===== src/rtl/vedic_pkg.sv =====
// vedic_pkg: shared FSM state type, digit width and clog2 helper for the Vedic sequential multiplier
package vedic_pkg;
  typedef enum logic [1:0] {IDLE, BUSY, DONE} state_t;
  localparam int DIGIT_W = 2;
  function automatic int clog2(input int v);
    int r;
    r = 0;
    while ((1 << r) < v) r = r + 1;
    return r;
  endfunction
endpackage


===== src/rtl/vedic_multiplier_2x2.sv =====
// vedic_multiplier_2x2: combinational 2x2 Vedic (Urdhva Tiryakbhyam) cell, p = a * b
module vedic_multiplier_2x2 (
  input  logic [1:0] a,
  input  logic [1:0] b,
  output logic [3:0] p
);
  logic c;
  assign c = a[1] & b[0] & a[0] & b[1];
  assign p = {a[1] & b[1] & c, (a[1] & b[1]) ^ c, (a[1] & b[0]) ^ (a[0] & b[1]), a[0] & b[0]};
endmodule


===== src/rtl/vedic_seq_mul_ctrl.sv =====
// vedic_seq_mul_ctrl: WIDTHxWIDTH product via one shared 2x2 Vedic cell, shift-add over digit pairs; VEDIC_ZERO_SKIP_EN bypasses zero operands
module vedic_seq_mul_ctrl
  import vedic_pkg::*;
#(
  parameter int WIDTH = 8
) (
  input  logic               clk,
  input  logic               rst_n,
  input  logic               in_valid,
  output logic               in_ready,
  input  logic [WIDTH-1:0]   a,
  input  logic [WIDTH-1:0]   b,
  output logic               out_valid,
  input  logic               out_ready,
  output logic [2*WIDTH-1:0] product,
  output logic               busy
);
  localparam int N = WIDTH / DIGIT_W;
  localparam int KW = clog2(N * N);
  state_t state, state_nx;
  logic [KW-1:0] k, i, j;
  logic [WIDTH-1:0] ra, rb;
  logic [2*WIDTH-1:0] acc, pp_sh;
  logic [DIGIT_W-1:0] a_d, b_d;
  logic [3:0] pp;
  logic zero, last;
`ifdef VEDIC_ZERO_SKIP_EN
  assign zero = (a == '0) || (b == '0);
`else
  assign zero = 1'b0;
`endif
  assign i = k / KW'(N);
  assign j = k % KW'(N);
  assign a_d = DIGIT_W'(ra >> (DIGIT_W * i));
  assign b_d = DIGIT_W'(rb >> (DIGIT_W * j));
  assign last = k == KW'(N * N - 1);
  vedic_multiplier_2x2 u_cell (.a(a_d), .b(b_d), .p(pp));
  assign pp_sh = (2*WIDTH)'(pp) << (DIGIT_W * (i + j));
  assign in_ready = state == IDLE;
  assign busy = state == BUSY;
  assign out_valid = state == DONE;
  always_comb begin
    state_nx = state;
    if (state == IDLE && in_valid) state_nx = zero ? DONE : BUSY;
    else if (state == BUSY && last) state_nx = DONE;
    else if (state == DONE && out_ready) state_nx = IDLE;
  end
  always_ff @(posedge clk or negedge rst_n) begin
    if (!rst_n) begin
      state <= IDLE;
      k <= '0;
      ra <= '0;
      rb <= '0;
      acc <= '0;
      product <= '0;
    end else begin
      state <= state_nx;
      if (state == IDLE && in_valid) begin
        ra <= a;
        rb <= b;
        acc <= '0;
        k <= '0;
        if (zero) product <= '0;
      end
      if (state == BUSY) begin
        acc <= acc + pp_sh;
        k <= k + 1'b1;
        if (last) product <= acc + pp_sh;
      end
    end
  end
endmodule


===== config.mk =====
export PLATFORM = sky130hd
export DESIGN_NAME = vedic_seq_mul_ctrl
export DESIGN_NICKNAME = d
export VERILOG_FILES = /design/src/rtl/vedic_pkg.sv /design/src/rtl/vedic_multiplier_2x2.sv /design/src/rtl/vedic_seq_mul_ctrl.sv
export SDC_FILE = /design/constraint.sdc
export NUM_CORES = 1
export LEC_CHECK = 0
export CAP_MARGIN = 5
export CORE_ASPECT_RATIO = 1.25
export CORE_MARGIN = 3
export CORE_UTILIZATION = 35
export DETAILED_ROUTE_END_ITERATION = 8
export SKIP_LAST_GASP = 1
export SLEW_MARGIN = 5
export SYNTH_ARGS = -nofsm -noshare
export SYNTH_HDL_FRONTEND = slang
export SYNTH_SLANG_ARGS = --single-unit

===== constraint.sdc =====
create_clock -name clk -period 6.7 [get_ports clk]
set_clock_uncertainty 0.05 [all_clocks]
set_input_delay 0.67 -clock clk [delete_from_list [all_inputs] [get_ports clk]]
set_output_delay 0.67 -clock clk [all_outputs]
set_load 0.005 [all_outputs]

==> flow_summary.toml <==
[critical_path]
cp-end-kind = "flop"
worst-r2r-setup-slack_ns = 2.70
critPathArrivalTime_ns = 4.15
cp_max_fo = 8
crit_required_ns = 6.85
worstSetupPathType = "reg2reg"
start_kind = "flop"

[placement]
io_buffer_count = 38
placed_cells = 462
routabilityCongestion = 0.794
hpwl_mm = 5.10

[floorplanning]
die_w_um = 90.7
dieArea_sq_um = 10200
rows = 38
pin_count = 39
die_h_um = 112
design.core.area_sq_um = 8700
initial_core_util = 0.361

[logic_synthesis]
yosysSeqAreaShare = 0.430
synth_edf_count = 0
ys_top_cells_by_count = "dfrtp_1 (54), nand2_1 (41), ha_1 (19)"
synth_top_cell_by_area = "dfrtp_1"
ys_seq_elements = 54
synth_nets = 356
async_flop_share = 1.00
yosysUniqueCellTypes = 47
synth_top_flop_cell = "dfrtp_1"
syn_inst = 315
netlist.area_leader.share = 0.430
synth_area_leaders = "dfrtp_1 (43%), ha_1 (7.6%), mux2_2 (6.5%)"
synth_area_sq_um = 3140
ys.warnings.count = 0
syn_avg_cell_area_sq_um = 9.97
synth_most_common_cell = "dfrtp_1"

[drt]
drt_iter0_markers = 113
antenna_left = 0
wirelength_mm = 6.83
avgViaCountPerCell = 5.13
drtPass1Iterations = 4
vias = 2409
drc_errors = 0
wire_per_inst_um = 14.5

[sta]
drv_slew = 0
worst_pin_slew_ns = 0.859
fin_crit_sh = 0.597
finalHoldViolCount = 0
finalWorstPathRequiredPeriod_ns = 4.00
rsz0062_at_grt = "false"
setup_viol = 0
finalSetupTns_ns = 0
relSlewSlack = 0.425
clock.fmax_mhz = 250

[clocking]
numCtsBuffers = 5
cts_buffer_depth = 2
hold_buffers = 0
htreeDepth = 2
post_cts_buffers = 0
clk_pin_slew_ns = 0.10
cts_tree = "yes"
cts_root_buf = "clkbuf_8"
clock_sinks = 54
cts.repair.resized = 0
clk_latency_ns = 0.30

[layout]
fillerInstances = 858
nNetsFinal = 390
regArea_sq_um = 1350
fin_util = 0.428
multiInputGateArea_sq_um = 1690
drive_above_1_share = 0.106
fin_cells = 470
syn_to_final_growth_pct = 18.6
diodes = 0

[outcome]
status = "finished, final reports clean"

[pwr]
ir_drop_uv = 211
total_leakage_power_nw = 1.67
p_per_area_nw_per_um2 = 524
power_mw = 1.95

[min_path]
min_path_type = "in2async"

[global_route]
grt_pass1_vias = 2387
overflow = 0
grt_util_all_layers = 0.140
antenna_found_initial = 0
grt_max_degree = 55
grt_pass1_wl_mm = 11.7

[run]
drv_cap = 0
[area by class of cell]
type                    instances  share of cell area
multi-input cells             236               0.453
flip-flops and latches         54               0.363
repair buffers                 42               0.109
well taps                     120              0.0403
clock buffers                   6              0.0222
inverters                      10              0.0101
clock inverters                 2             0.00336
[cell usage in the layout, fill, tap and decap left out, types with 3 or more instances in the layout]
master / n
nand4_1: 3
mux2_1: 5
and3_1: 5
buf_4: 4
nor2b_1: 6
nor3_1: 12
nor2_1: 16
nand2b_1: 3
mux4_2: 4
inv_1: 9
dfrtp_1: 54
ha_1: 19
xor2_1: 3
o22ai_1: 9
mux2_2: 18
xnor2_1: 9
a21o_1: 8
clkbuf_8: 6
nand2_1: 41
o21ai_0: 9
a22o_1: 4
o21ai_1: 11
clkdlybuf4s50_1: 37
a31oi_1: 3
a21oi_1: 18
[routing by layer]
metal | global-route usage | routed length [um] | vias to the layer above
li1 | - | - | 1204
met1 | 0.173 | 3060 | 1163
met5 | 0 | 0 | -
met3 | 0.0216 | 172 | 6
met4 | 0.0327 | 50 | 0
met2 | 0.256 | 3550 | 36
[flip-flops by register name, indices dropped and copies added, names as in the netlist]
register	count
rb	8
k	4
acc	16
ra	8
state	2
product	16
[kinds of logic (layout without fill, tap and decap cells)]
kind of cell / count (synthesis) / in the layout / share of synthesized area
and+or+nand+nor: 98 / 98 / 0.146
buffers and inverters: 25 / 60 / 0.0327
DFF: 54 / 54 / 0.430
muxes: 28 / 28 / 0.114
xor gates and xnor gates: 12 / 12 / 0.0335
adders and majority gates: 21 / 21 / 0.0884
AOI/OAI and AO/OA: 77 / 77 / 0.155
[per-stage QoR]
step	hold WS [ns]	area [sq um]	worst slack, ns
after global placement	0.418	3630	2.83
after floorplan	0.324	3140	3.06
after CTS	0.452	3730	2.70
after detailed placement	0.429	3630	2.72
after global routing	0.482	3730	2.36
final	0.429	3730	2.70
[worst max-delay path: stages, from the launching register on]
cell,delay [ns]
dfrtp_1,0.51
mux4_2,0.55
and2_1,0.18
nor2b_1,0.13
ha_1,0.31
a21oi_1,0.30
nor3_1,0.08
ha_1,0.34
a21o_1,0.20
a21oi_1,0.24
o21bai_1,0.14
a21oi_1,0.22
a41oi_1,0.16
xor2_1,0.19
mux2_1,0.28
[power by group]
part | leakage (nW) | internal, mW | switching [mW]
clock network | 0.0472 | 0.0833 | 0.107
logic | 0.945 | 0.547 | 0.623
registers | 0.680 | 0.480 | 0.111
[path summary, 6_finish.rpt]
| check | startpoint | cells past startpoint | end |
|---|---|---|---|
| setup / recovery | k[2] | 14 | product[14] |
| hold / removal | rst_n | 2 | rb[3] |
| setup reg to reg | k[2] | 14 | product[14] |
| hold reg to reg | product[9] | 2 | product[9] |
| max in group asynchronous | rst_n | 2 | acc[10] |
| min in group clk | product[9] | 2 | product[9] |
No activity file was read; power rests on OpenSTA's default activity.
==> patch: new RTL, same settings <==
Make the reset (`rst_n`) synchronous in one clocked block.
--- a/src/rtl/vedic_seq_mul_ctrl.sv
+++ b/src/rtl/vedic_seq_mul_ctrl.sv
@@ -45,7 +45,7 @@
     else if (state == BUSY && last) state_nx = DONE;
     else if (state == DONE && out_ready) state_nx = IDLE;
   end
-  always_ff @(posedge clk or negedge rst_n) begin
+  always_ff @(posedge clk) begin
     if (!rst_n) begin
       state <= IDLE;
       k <= '0;
Behaviour: differs if rst_n is asserted again (counterexample within 4 cycles, from zero or initial values and one cycle with rst_n low); with rst_n held inactive, the same outputs for 10 cycles.
==> patch against the unedited design <==
Worst setup slack got worse by 0.42 ns; largest cell class unchanged; critical endpoint is now acc[14]; worst hold slack got worse by 0.018 ns; sequential cell count did not move; area after synthesis fell by 3.8%; routed wire length rose by 0.42%; first-iteration DRC count fell by 0.88%; global-route usage rose by 0.92 points; design area fell by 4.4%.
Power is left out: it rests on default switching activity, and per cell area and clock period it moved more than threefold.
==> patch: results (changes against the unedited design) <==
finish:
  final_nets: 442  # +13%
  antennaDiodeCount: 0  # unchanged
  top_regs: "acc: 16 flops, product: 16 flops"
  drive_gt1_share_pct: 4.73  # -5.8 points
detailed_routing:
  routedWlPerCell_um: 13.7  # -5.4%
  vias_per_cell: 5.20  # +1.5%
  dr.pass1.iters: 4  # unchanged
  routed_wl_mm: 6.86  # +0.42%
  drt_iter0_markers: 112  # -0.88%
synth:
  seq_area_frac_synth_pct: 35.8  # -7.3 points
  synth_fa_ha_area_share_pct: 9.19  # +0.35 points
  synth-main-ff-cell: "dfxtp_1"
  synthesis.nets: 413  # +16%
  ys_warn_count: 0  # unchanged
  ys_async_sr_fraction_pct: 0  # -100 points
  synth_compound_area_share_pct: 20.5  # +5.0 points
  synth_cell_types: 41  # -13%
  synth_xor_area_share_pct: 4.06  # +0.71 points
  synth_top_cells_by_area: "dfxtp_1 36%, nand2_1 9.9%, a21boi_1 8.0%"
  yosys-top-cells-count: "80 x nand2_1, 54 x dfxtp_1, 32 x a21boi_1"
  muxShareOfSynthArea_pct: 3.35  # -8.1 points
  synthCells: 372  # +18%
global_route:
  grt_overflow: 0  # unchanged
  grt_max_degree: 57  # +3.6%
  grt_pass1_vias: 2510  # +5.2%
  grt_antenna_before_repair: 0  # unchanged
  grt_pass1_wl_mm: 11.6  # -0.41%
  grt.total_usage_pct: 14.9  # +0.92 points
place:
  place_inst: 491  # +6.3%
  portBuffers: 38  # unchanged
  hpwlAfterDp_mm: 4.96  # -2.8%
  gp_congestion: 0.878  # +10%
outcome:
  status: "complete, no violations"
cts:
  clockBufferDepth: 2  # unchanged
  htreeDepth: 2  # unchanged
  ctsResizeCount: 0  # unchanged
  numCtsBuffers: 5  # unchanged
  cts-root-buf: "clkbuf_8"
  insertion_delay_ns: 0.32  # +0.02 ns
  cts_setup_buffers: 0  # unchanged
  path_clk_slew_ns: 0.11
setup_path:
  rr_worst_depth: 14  # unchanged
  critPathKind: "flop to flop"
  worstPathMaxFanout: 7  # -1
  r2r-start: "k[0]"
  regToRegSetupSlack_ns: 2.28  # -0.42 ns
  timing.critical_path.slowest_cell_delay_ns: 0.74  # +0.19 ns
  r2r_end: "acc[14]"
  cp_slowest_cell: "a2111oi_0"
  crit_arrival_ns: 4.59  # +0.44 ns
min_path:
  hold_class: "flop to flop"
sta:
  slew_headroom_pct: 24.8  # -18 points
## patch: layout make-up
type | count | area (um^2)
clock buffers | 5 | 68.8
clock inverters | 3 | 25.0
fillers | 865 | 4770
inverters | 7 | 26.3
multi-input cells | 293 | 1840
flip-flops and latches | 54 | 1080
well taps | 97 | 121
repair buffers | 40 | 395
## patch: kinds of logic after synthesis
| group | Yosys count |
|---|---|
| and+or+nand+nor | 157 |
| adders and majority gates | 21 |
| AOI/OAI and AO/OA | 96 |
| DFF | 54 |
| muxes | 5 |
| xor gates and xnor gates | 14 |
| buffers and inverters | 25 |
## patch: per-stage QoR
stage	setup WS, ns	cell area, um^2
after global placement	2.38	3470
after CTS	2.23	3560
final	2.28	3560
after detailed placement	2.27	3470
after floorplan	2.89	3020
after global routing	1.94	3560
## patch: worst min-delay path by stage
stage	startpoint	end	slack, ns	cells after the start
2_1_floorplan	acc[12]	acc[12]	0.38	2
3_3_place_gp	product[0]	product[0]	0.40	2
3_5_place_dp	rb[3]	rb[3]	0.40	2
4_1_cts	acc[8]	acc[8]	0.42	2
5_1_grt	rb[5]	rb[5]	0.43	2
6_report	product[6]	product[6]	0.41	2
## patch: critical path, delay by kind of cell, from the launching register on
kind	cells	cell delay, ns
AOI/OAI and AO/OA	7	2.01
xor gates and xnor gates	1	0.16
adders and majority gates	2	0.65
DFF	1	0.49
muxes	1	0.56
and+or+nand+nor	3	0.41
## patch: per-layer routing
layer	vias to the layer above	track usage [%]	part of all wire (%)
li1	1353	-	-
met1	1207	18.8	46
met2	32	26.2	50
met3	4	2.25	3.1
met4	0	4.15	0.89
met5	-	0	0
